[config.mk]
export PLATFORM = sky130hd
export DESIGN_NAME = clk_div_arbiter
export DESIGN_NICKNAME = d
export VERILOG_FILES = /design/src/rtl/clk_div_arbiter.sv
export SDC_FILE = /design/constraint.sdc
export NUM_CORES = 1
export LEC_CHECK = 0
export ABC_AREA = 1
export CAP_MARGIN = 25
export CORE_ASPECT_RATIO = 0.7
export CORE_MARGIN = 3
export CORE_UTILIZATION = 39
export DETAILED_ROUTE_END_ITERATION = 6
export PLACE_DENSITY_LB_ADDON = 0.25
export SYNTH_ARGS = -nofsm -noshare
export SYNTH_HDL_FRONTEND = slang
export SYNTH_SLANG_ARGS = --single-unit
[constraint.sdc]
create_clock -name inclk -period 2 [get_ports inclk]
set_input_delay 0.4 -clock inclk [delete_from_list [all_inputs] [get_ports inclk]]
set_output_delay 0.4 -clock inclk [all_outputs]
set_load 0.1 [all_outputs]
[src/rtl/clk_div_arbiter.sv]
// clk_div_arbiter
//   Shares one clock_divider between NUM_REQ requesters. Requesters are granted
//   round-robin; the winner's half-period count is loaded into the divider, the
//   divider is released from reset and its rising output edges are counted. Once
//   the winner's hold length is reached the divider is put back into reset and
//   done pulses for that requester. Dropping req during RUN aborts without done.
//
// Ports
//   inclk          in   system clock, also clocks the divider
//   Reset          in   asynchronous active-low reset
//   req            in   per-requester request level
//   req_count      in   packed half-period counts, slice i = requester i
//   req_hold       in   packed hold lengths (divider rising edges), slice i = requester i
//   grant          out  one-hot owner of the divider
//   done           out  one-cycle pulse when the owner's hold completes
//   busy           out  high whenever the arbiter is not idle
//   div_clk_count  out  divider count input
//   div_reset_n    out  divider reset, active low
//   div_outclk     in   divider output, same clock domain as inclk

module clk_div_arbiter #(
    parameter int unsigned NUM_REQ = 4,
    parameter int unsigned CNT_W   = 32,
    parameter int unsigned HOLD_W  = 16
) (
    input  logic                      inclk,
    input  logic                      Reset,
    input  logic [NUM_REQ-1:0]        req,
    input  logic [NUM_REQ*CNT_W-1:0]  req_count,
    input  logic [NUM_REQ*HOLD_W-1:0] req_hold,
    output logic [NUM_REQ-1:0]        grant,
    output logic [NUM_REQ-1:0]        done,
    output logic                      busy,
    output logic [CNT_W-1:0]          div_clk_count,
    output logic                      div_reset_n,
    input  logic                      div_outclk
);

    localparam int unsigned PtrW = (NUM_REQ > 1) ? $clog2(NUM_REQ) : 1;

    typedef enum logic [2:0] {
        StIdle,
        StArb,
        StLoad,
        StRun,
        StRelease
    } state_e;

    state_e              state_q, state_d;
    logic [PtrW-1:0]     rr_ptr_q, rr_ptr_d;
    logic [PtrW-1:0]     winner_q, winner_d;
    logic [HOLD_W-1:0]   hold_q, hold_d;
    logic [HOLD_W-1:0]   edge_cnt_q, edge_cnt_d;
    logic                prev_outclk_q;
    logic [NUM_REQ-1:0]  grant_q, grant_d;
    logic [NUM_REQ-1:0]  done_q, done_d;
    logic                busy_q, busy_d;
    logic [CNT_W-1:0]    div_clk_count_q, div_clk_count_d;
    logic                div_reset_n_q, div_reset_n_d;

    logic                arb_found;
    logic [PtrW-1:0]     arb_idx;
    logic [HOLD_W-1:0]   arb_hold;
    logic [HOLD_W-1:0]   edge_inc;
    logic                rising;

    assign rising   = div_outclk & ~prev_outclk_q;
    assign edge_inc = edge_cnt_q + HOLD_W'(1);
    assign arb_hold = req_hold[arb_idx*HOLD_W +: HOLD_W];

    // Round-robin search: first requester at or above rr_ptr, wrapping.
    always_comb begin : arb_search
        logic [PtrW:0] cand;
        arb_found = 1'b0;
        arb_idx   = '0;
        cand      = '0;
        for (int unsigned i = 0; i < NUM_REQ; i++) begin
            cand = {1'b0, rr_ptr_q} + (PtrW+1)'(i);
            if (cand >= (PtrW+1)'(NUM_REQ)) begin
                cand = cand - (PtrW+1)'(NUM_REQ);
            end
            if (!arb_found && req[cand[PtrW-1:0]]) begin
                arb_found = 1'b1;
                arb_idx   = cand[PtrW-1:0];
            end
        end
    end

    always_comb begin
        state_d         = state_q;
        rr_ptr_d        = rr_ptr_q;
        winner_d        = winner_q;
        hold_d          = hold_q;
        edge_cnt_d      = edge_cnt_q;
        grant_d         = grant_q;
        done_d          = '0;
        div_clk_count_d = div_clk_count_q;
        div_reset_n_d   = div_reset_n_q;

        unique case (state_q)
            StIdle: begin
                div_reset_n_d = 1'b0;
                if (|req) begin
                    state_d = StArb;
                end
            end
            StArb: begin
                if (arb_found) begin
                    state_d         = StLoad;
                    winner_d        = arb_idx;
                    // A zero hold would never terminate; run it as one edge.
                    hold_d          = (arb_hold == '0) ? HOLD_W'(1) : arb_hold;
                    grant_d         = NUM_REQ'(1) << arb_idx;
                    div_clk_count_d = req_count[arb_idx*CNT_W +: CNT_W];
                end else begin
                    state_d = StIdle;
                end
            end
            StLoad: begin
                state_d       = StRun;
                edge_cnt_d    = '0;
                div_reset_n_d = 1'b1;
            end
            StRun: begin
                if (rising) begin
                    edge_cnt_d = edge_inc;
                end
                // Completion takes precedence over a same-cycle drop of req.
                if (rising && (edge_inc == hold_q)) begin
                    state_d       = StRelease;
                    grant_d       = '0;
                    div_reset_n_d = 1'b0;
                    done_d        = NUM_REQ'(1) << winner_q;
                end else if (!req[winner_q]) begin
                    state_d       = StRelease;
                    grant_d       = '0;
                    div_reset_n_d = 1'b0;
                end
            end
            StRelease: begin
                state_d  = StIdle;
                rr_ptr_d = (winner_q == PtrW'(NUM_REQ - 1)) ? '0 : winner_q + PtrW'(1);
            end
            default: begin
                state_d       = StIdle;
                grant_d       = '0;
                div_reset_n_d = 1'b0;
            end
        endcase

        busy_d = (state_d != StIdle);
    end

    always_ff @(posedge inclk or negedge Reset) begin
        if (!Reset) begin
            state_q         <= StIdle;
            rr_ptr_q        <= '0;
            winner_q        <= '0;
            hold_q          <= '0;
            edge_cnt_q      <= '0;
            prev_outclk_q   <= 1'b0;
            grant_q         <= '0;
            done_q          <= '0;
            busy_q          <= 1'b0;
            div_clk_count_q <= '0;
            div_reset_n_q   <= 1'b0;
        end else begin
            state_q         <= state_d;
            rr_ptr_q        <= rr_ptr_d;
            winner_q        <= winner_d;
            hold_q          <= hold_d;
            edge_cnt_q      <= edge_cnt_d;
            prev_outclk_q   <= div_outclk;
            grant_q         <= grant_d;
            done_q          <= done_d;
            busy_q          <= busy_d;
            div_clk_count_q <= div_clk_count_d;
            div_reset_n_q   <= div_reset_n_d;
        end
    end

    assign grant         = grant_q;
    assign done          = done_q;
    assign busy          = busy_q;
    assign div_clk_count = div_clk_count_q;
    assign div_reset_n   = div_reset_n_q;

endmodule

==> results.md, run 1 <==
* CTS root buf: clkbuf_16
* Gr busiest metal: met2
* # H-tree levels at 3
* Critical Path AT at 2790 ps
* M2 GR Usage at 0.406
* Post-synth top area share at 0.373
* ANT cells at 0
* WL/cell at 17.4 um
* Sw Share at 0.512
* Synth-to-layout area growth at 91.1%
* Hold WC Path Type: flip-flop to flip-flop
* Clk_skew at 8.06 ps
* Crit-path cells: buf_6 -> nand2_1 -> nand2_2 -> nand2_1 -> nand2_2 -> nor2_2 -> nor2_2 -> nand2_4 -> nand2_8 -> buf_12 -> clkinv_8 -> nor2_4 -> bufbuf_16 -> nand2_1 -> nand4_1 -> nand2_1 -> nand2_1
* Overall routed net length at 23,800 um
* Max FO, Critical Path at 8
* Slowest CP cell: dfrtp_2
* CTS tree: built
* I/O pin count at 241
* Max IR drop VDD at 1400 uV
* Slew @ Worst Pin at 446 ps
* Failing checks: setup timing
* Overall routing resource usage at 0.249
* Reg power frac at 0.119
* Multi-input combinational cell area at 3840 um^2
* PortBufs at 240
* Async SR Flop Fraction at 1.00
* RSZ-0062 raised after global routing: true
* Die Wd at 148 um
* Post-synth EDFFs at 0
* WS Path Type: flip-flop to flip-flop
* RePlAce Congestion at 0.877
* Vias in the first global route at 6,413
* Cells after synthesis at 832
* CP max stage delay at 530 ps
* HPWL Detailed at 15,000 um
* Post-synthesis register bit count at 82
* Pin count of the biggest net entering global routing at 38
* Combinational share of power at 0.806
* Die H at 105 um
* Top cell by count, worst path: nand2_1
* Die footprint at 15,600 um^2
* Max-cap violation count at 0
* Yosys Warn Count at 0
* CTS clk-pin slew, worst paths at 60 ps
* Residual DRC at 0
* Initial antenna violation count at 0
* Core ar. at 13,500 um^2
* Register area share after synthesis at 0.373
* Static leakage power at 0.00493 uW
* Worst endpoint required time at 2270 ps
* Final worst setup slack at -516 ps
* Fin. Hold Viols at 0
* Most frequent cell after synthesis: nand2_1
* DR iter-0 viols at 537
* Final nets at 1,386
* Leading cell types by count after synthesis: nand2_1 (416), dfrtp_1 (82), nand3_1 (54)
* Max frequency at 398 MHz
* Syn_nets at 1,036
* Core Rows at 35
* Max-slew violations at 0
* M1 GR Usage at 0.327
* Clock Power Share at 0.075
* Worst-Skew Late Latency at 340 ps
* Synthesized area at 5500 um^2
* Reg area at 2050 um^2
* Status: finished, violations left
* Fraction of layout cells with a size suffix above 1 at 0.339
* Drt first pass iters at 5
* Global-route wire length before repair at 31,700 um
* Fillers at 844
* Pre-CTS setup slack at -652 ps
* DR vias at 7,247
* NetSw at 11,900 uW
* Clock sinks at 82
* CP endpoint kind: flip-flop
* Grt total ovfl at 0
* Worst hold slack at 476 ps
* Final min period at 2520 ps
* CP Launch Type: flip-flop
* Via density at 5.29
* Max_slew headroom at 0.702
* Top cells by area, synth: dfrtp_1 (37%), nand2_1 (28%), nand3_1 (4.9%), nor2_1 (3.6%), inv_1 (2.9%)
* Routed Antenna Nets at 0
* Clock buffer depth at 2
* Cell taking the most area after synthesis: dfrtp_1
* P_int at 11,300 uW
* Routing usage on met3 at 0.0726
* Crit share post-route at 1.26
* Final setup viols at 61
* Netlist cell types at 40
* Pwr dens at 2210 nW/um^2
* Top_reg_cell synth: dfrtp_1
* Cts bufs inserted at 9
* Initial Util at 0.408
* Mean Syn Cell Area at 6.62 um^2
==> cell families (layout without fill, tap and decap cells) <==
group	count (synthesis)	after routing	synth area share
AO/OA/AOI/OAI	66	66	0.0812
AND/OR/NAND/NOR	582	582	0.443
XOR/XNOR	12	12	0.0205
buffers and inverters	85	439	0.0712
flip-flops	82	82	0.373
adder cells (fa/ha/maj)	5	5	0.0114
==> worst max-delay path, delay by kind of cell, from the launching register on <==
kind	cells	cell delay [ps]
and+or+nand+nor	13	1270
DFF	1	530
buffers and inverters	4	610
==> flip-flops by register name (all words and copies together) (netlist names) <==
signal,count
div_clk_count,32
edge_cnt_q,16
hold_q,16
done,4
grant,4
state_q,3
rr_ptr_q,2
winner_q,2
busy,1
div_reset_n,1
prev_outclk_q,1
==> repair_timing <==
| item | CTS | global route |
|---|---|---|
| hold buffers | 1 | 0 |
| cloned | 3 | 11 |
| hold endpoints to repair | 20 | 0 |
| pin swaps | 30 | 64 |
| resized for setup | 58 | 200 |
| setup endpoints to repair | 61 | 62 |
| setup buffers | 11 | 15 |
==> through the flow <==
| stage | std cells | cell area [um^2] | setup TNS [ps] | power, uW | util |
|---|---|---|---|---|---|
| floorplan | 832 | 5550 | -134 | 11000 | - |
| global placement | 1319 | 8780 | -27080 | 15600 | 0.651 |
| detailed placement | 1319 | 8780 | -31830 | 15700 | 0.651 |
| CTS | 1348 | 9510 | -10470 | 18800 | 0.705 |
| global route | 1371 | 10500 | -27040 | 24500 | 0.780 |
| finish | 1371 | 10500 | -21250 | 23200 | 0.780 |
==> routing by layer <==
metal	part of all wire	vias to the layer above
met5	0	-
met2	0.48	372
met1	0.41	3421
li1	-	3385
met3	0.082	69
met4	0.030	0
==> worst paths after layout <==
check / slack [ps] / to / start / cells past startpoint
worst max-delay path: -520 / div_clk_count[1]$_DFFE_PN0P_ / rr_ptr_q[0]$_DFFE_PN0P_ / 17
worst min-delay path: 480 / div_clk_count[24]$_DFFE_PN0P_ / div_clk_count[24]$_DFFE_PN0P_ / 2
worst max register to register: -520 / div_clk_count[1]$_DFFE_PN0P_ / rr_ptr_q[0]$_DFFE_PN0P_ / 17
worst min register to register: 480 / div_clk_count[24]$_DFFE_PN0P_ / div_clk_count[24]$_DFFE_PN0P_ / 2
max in group asynchronous: 870 / rr_ptr_q[0]$_DFFE_PN0P_ / Reset / 3
min in group asynchronous: 490 / edge_cnt_q[15]$_DFFE_PN0P_ / Reset / 2
==> placed cells by master (no fill, tap or decap), types with 3 or more instances in the layout <==
master           count
nand2_1            290
clkdlybuf4s50_1    194
buf_4              119
nand2_2            106
dfrtp_1             80
nand3_1             48
nor2_1              47
inv_1               39
buf_6               33
nand2_4             23
nand4_1             22
clkbuf_16           17
buf_12              16
o22ai_1             13
a22oi_2             13
nor2_4               9
o21ai_0              9
a41oi_2              8
nand3_2              7
nand3_4              5
nor2_2               5
nor3_1               5
xor2_2               5
a31oi_1              5
a22oi_1              5
inv_2                4
or2_2                4
ha_1                 4
xor2_1               3
nor3_2               3
xnor2_1              3
a21oi_2              3
o21ai_2              3
clkbuf_8             3
dlymetal6s2s_1       3
==> power groups by stage <==
stage	Sequential [uW]	Combinational [uW]	Clock (uW)
floorplan	5110	5910	0
CTS	2710	14300	1760
finish	2760	18700	1750
global route	2830	19800	1850
detailed placement	2710	13000	0
global placement	2700	12900	0
==> layout make-up <==
class,instances,area share
timing repair buffer,378,0.369
multi-input combinational,665,0.365
sequential,82,0.195
clock buffer,12,0.0253
tap,185,0.0220
inverter,46,0.0190
clock inverter,3,0.00440
No activity file was read; power rests on OpenSTA's default activity.
==> run 2: changes to the inputs <==
--- a/config.mk
+++ b/config.mk
@@ -9,7 +9,7 @@
 export CAP_MARGIN = 25
 export CORE_ASPECT_RATIO = 0.7
 export CORE_MARGIN = 3
-export CORE_UTILIZATION = 39
+export CORE_UTILIZATION = 46
 export DETAILED_ROUTE_END_ITERATION = 6
 export PLACE_DENSITY_LB_ADDON = 0.25
 export SYNTH_ARGS = -nofsm -noshare
==> constraint.sdc (replaced) <==
create_clock -name inclk -period 3.1 [get_ports inclk]
set_input_delay 0.62 -clock inclk [delete_from_list [all_inputs] [get_ports inclk]]
set_output_delay 0.62 -clock inclk [all_outputs]
set_load 0.1 [all_outputs]
==> run 2 against run 1 <==
Critical path depth fell by 3. The flow now finishes without violations. Largest cell class is now multi-input gates. Cell count fell by 11%. Setup slack improved by 1000 ps. Critical path type unchanged. Maximum frequency fell by 3.6%. Non-clock buffer count fell by 122. Register-to-register slack improved by 1000 ps. Utilization fell by 5.0 points. Highest routed layer unchanged.
==> results.md, run 2 (synthesis results as in run 1) <==
* Max FO, Critical Path at 5 (was 8)
* Hold WC Path Type: input port to asynchronous set/reset pin (was flip-flop to flip-flop)
* Cts bufs inserted at 9 (unchanged)
* Max IR drop VDD at 881 uV (was 1400 uV)
* Worst-Skew Late Latency at 340 ps (about the same)
* Status: finished clean (was finished, violations left)
* Placed instance count at 1,202 (was 1,319)
* Pre-CTS setup slack at 179 ps (was -652 ps)
* I/O pin count at 241 (unchanged)
* Clock sinks at 82 (unchanged)
* Vias in the first global route at 6,057 (was 6,413)
* Die Wd at 137 um (was 148 um)
* Overall routed net length at 18,600 um (was 23,800 um)
* Cts hold-fix bufs at 0 (was 1)
* Grt total ovfl at 0 (unchanged)
* Fraction of layout cells with a size suffix above 1 at 0.0986 (was 0.339)
* Max-slew violations at 0 (unchanged)
* CP endpoint kind: flip-flop (unchanged)
* Synth-to-layout area growth at 50.2% (was 91.1%)
* Core ar. at 11,300 um^2 (was 13,500 um^2)
* RePlAce Congestion at 0.912 (was 0.877)
* Post-Route Setup TNS at 0 ps (was -21,250 ps)
* Initial Util at 0.486 (was 0.408)
* Overall routing resource usage at 0.276 (was 0.249)
* Max_slew headroom at 0.536 (was 0.702)
* Post-CTS setup buffers at 0 (was 11)
* CTS tree: built (unchanged)
* Residual DRC at 0 (unchanged)
* CTS clk-pin slew, worst paths at 60 ps (about the same)
* Slew @ Worst Pin at 696 ps (was 446 ps)
* Core Rows at 32 (was 35)
* Non-Filler Instances at 1,218 (was 1,371)
* Critical Path AT at 2840 ps (was 2790 ps)
* # H-tree levels at 3 (unchanged)
* Resize count post-CTS at 0 (was 58)
* Commonest non-fill, non-tap cell in the layout: nand2_1 (unchanged)
* Clock buffer depth at 2 (unchanged)
* Die footprint at 13,300 um^2 (was 15,600 um^2)
* Static leakage power at 0.00395 uW (was 0.00493 uW)
* Global-route wire length before repair at 29,600 um (was 31,700 um)
* Commonest cells after routing, fill and taps aside: nand2_1 (416), clkdlybuf4s50_1 (197), dfrtp_1 (82) (was nand2_1 (290), clkdlybuf4s50_1 (194), buf_4 (119))
* HPWL Detailed at 14,400 um (was 15,000 um)
* PortBufs at 240 (unchanged)
* Clk_skew at 6.17 ps (was 8.06 ps)
* Routed Antenna Nets at 0 (unchanged)
* Pin count of the biggest net entering global routing at 69 (was 38)
* WS Path Type: flip-flop to flip-flop (unchanged)
* CP startpoint: edge_cnt_q[0]$_DFFE_PN0P_ (was rr_ptr_q[0]$_DFFE_PN0P_)
* Fin util at 0.730 (was 0.780)
* Fin. Hold Viols at 0 (unchanged)
* Worst endpoint required time at 3330 ps (was 2270 ps)
* Drt first pass iters at 5 (unchanged)
* Reg2reg start: edge_cnt_q[0]$_DFFE_PN0P_ (was rr_ptr_q[0]$_DFFE_PN0P_)
* DR iter-0 viols at 560 (was 537)
* Max frequency at 383 MHz (was 398 MHz)
* Final setup viols at 0 (was 61)
* WL/cell at 15.3 um (was 17.4 um)
* Final min period at 2610 ps (was 2520 ps)
* Initial antenna violation count at 0 (unchanged)
* DR vias at 6,400 (was 7,247)
* Final worst setup slack at 491 ps (was -516 ps)
* CP Launch Type: flip-flop (unchanged)
* RSZ-0062 raised after global routing: false (was true)
* Via density at 5.25 (was 5.29)
* Die H at 97.5 um (was 105 um)
* Pwr dens at 1230 nW/um^2 (was 2210 nW/um^2)
* Final nets at 1,264 (was 1,386)
* Max-cap violation count at 0 (unchanged)
* CTS root buf: clkbuf_16 (unchanged)
* ANT cells at 0 (unchanged)
* Max reg flops at 32 (unchanged)
* Crit share post-route at 0.842 (was 1.26)
## run 2: power breakdown
group / internal [uW] / total (uW) / switching, uW
logic: 2170 / 7230 / 5060
registers: 1470 / 1760 / 291
clock network: 704 / 1140 / 438
total: 4350 / 10100 / 5790
## run 2: final timing paths
kind,slack [ps],to,cells after the start
setup / recovery,490,grant[1]$_DFFE_PN0P_,14
hold / removal,310,edge_cnt_q[14]$_DFFE_PN0P_,1
setup reg to reg,490,grant[1]$_DFFE_PN0P_,14
hold reg to reg,480,div_clk_count[5]$_DFFE_PN0P_,2
max in group asynchronous,2100,div_clk_count[3]$_DFFE_PN0P_,2
min in group inclk,480,div_clk_count[5]$_DFFE_PN0P_,2
## run 2: worst max-delay path, stage by stage, from the launching register on
cell     delay (ps)
dfrtp_1         430
ha_1            220
nand3_1         160
nor2_2          210
nand3_2         140
nor2_2          150
xor2_2          240
xor2_1          200
nand2_1          80
nor2_1          100
nand2_1          90
nand3_2         110
nand3_1         190
nand2_1         120
nand2_1          60
## run 2: area by class of cell
type | count | area (um^2)
inverters | 46 | 173
repair buffers | 256 | 2460
well taps | 153 | 191
fillers | 891 | 3060
clock buffers | 9 | 225
multi-input cells | 665 | 3070
clock inverters | 7 | 93.8
flip-flops and latches | 82 | 2050
## run 2: metal layers
metal | track usage | up-vias | share of wire
met1 | 0.374 | 2952 | 0.43
met5 | 0 | - | 0
met3 | 0.0621 | 34 | 0.070
met2 | 0.441 | 276 | 0.48
met4 | 0.0813 | 0 | 0.024
li1 | - | 3138 | -
## run 2: metrics by stage
stage	area [um^2]	hold slack (ps)	total power, uW
3_3_place_gp	7950	459	8870
2_1_floorplan	5500	324	7110
6_report	8270	307	10100
5_1_grt	8270	351	10900
4_1_cts	8270	332	10100
3_5_place_dp	7950	467	8960
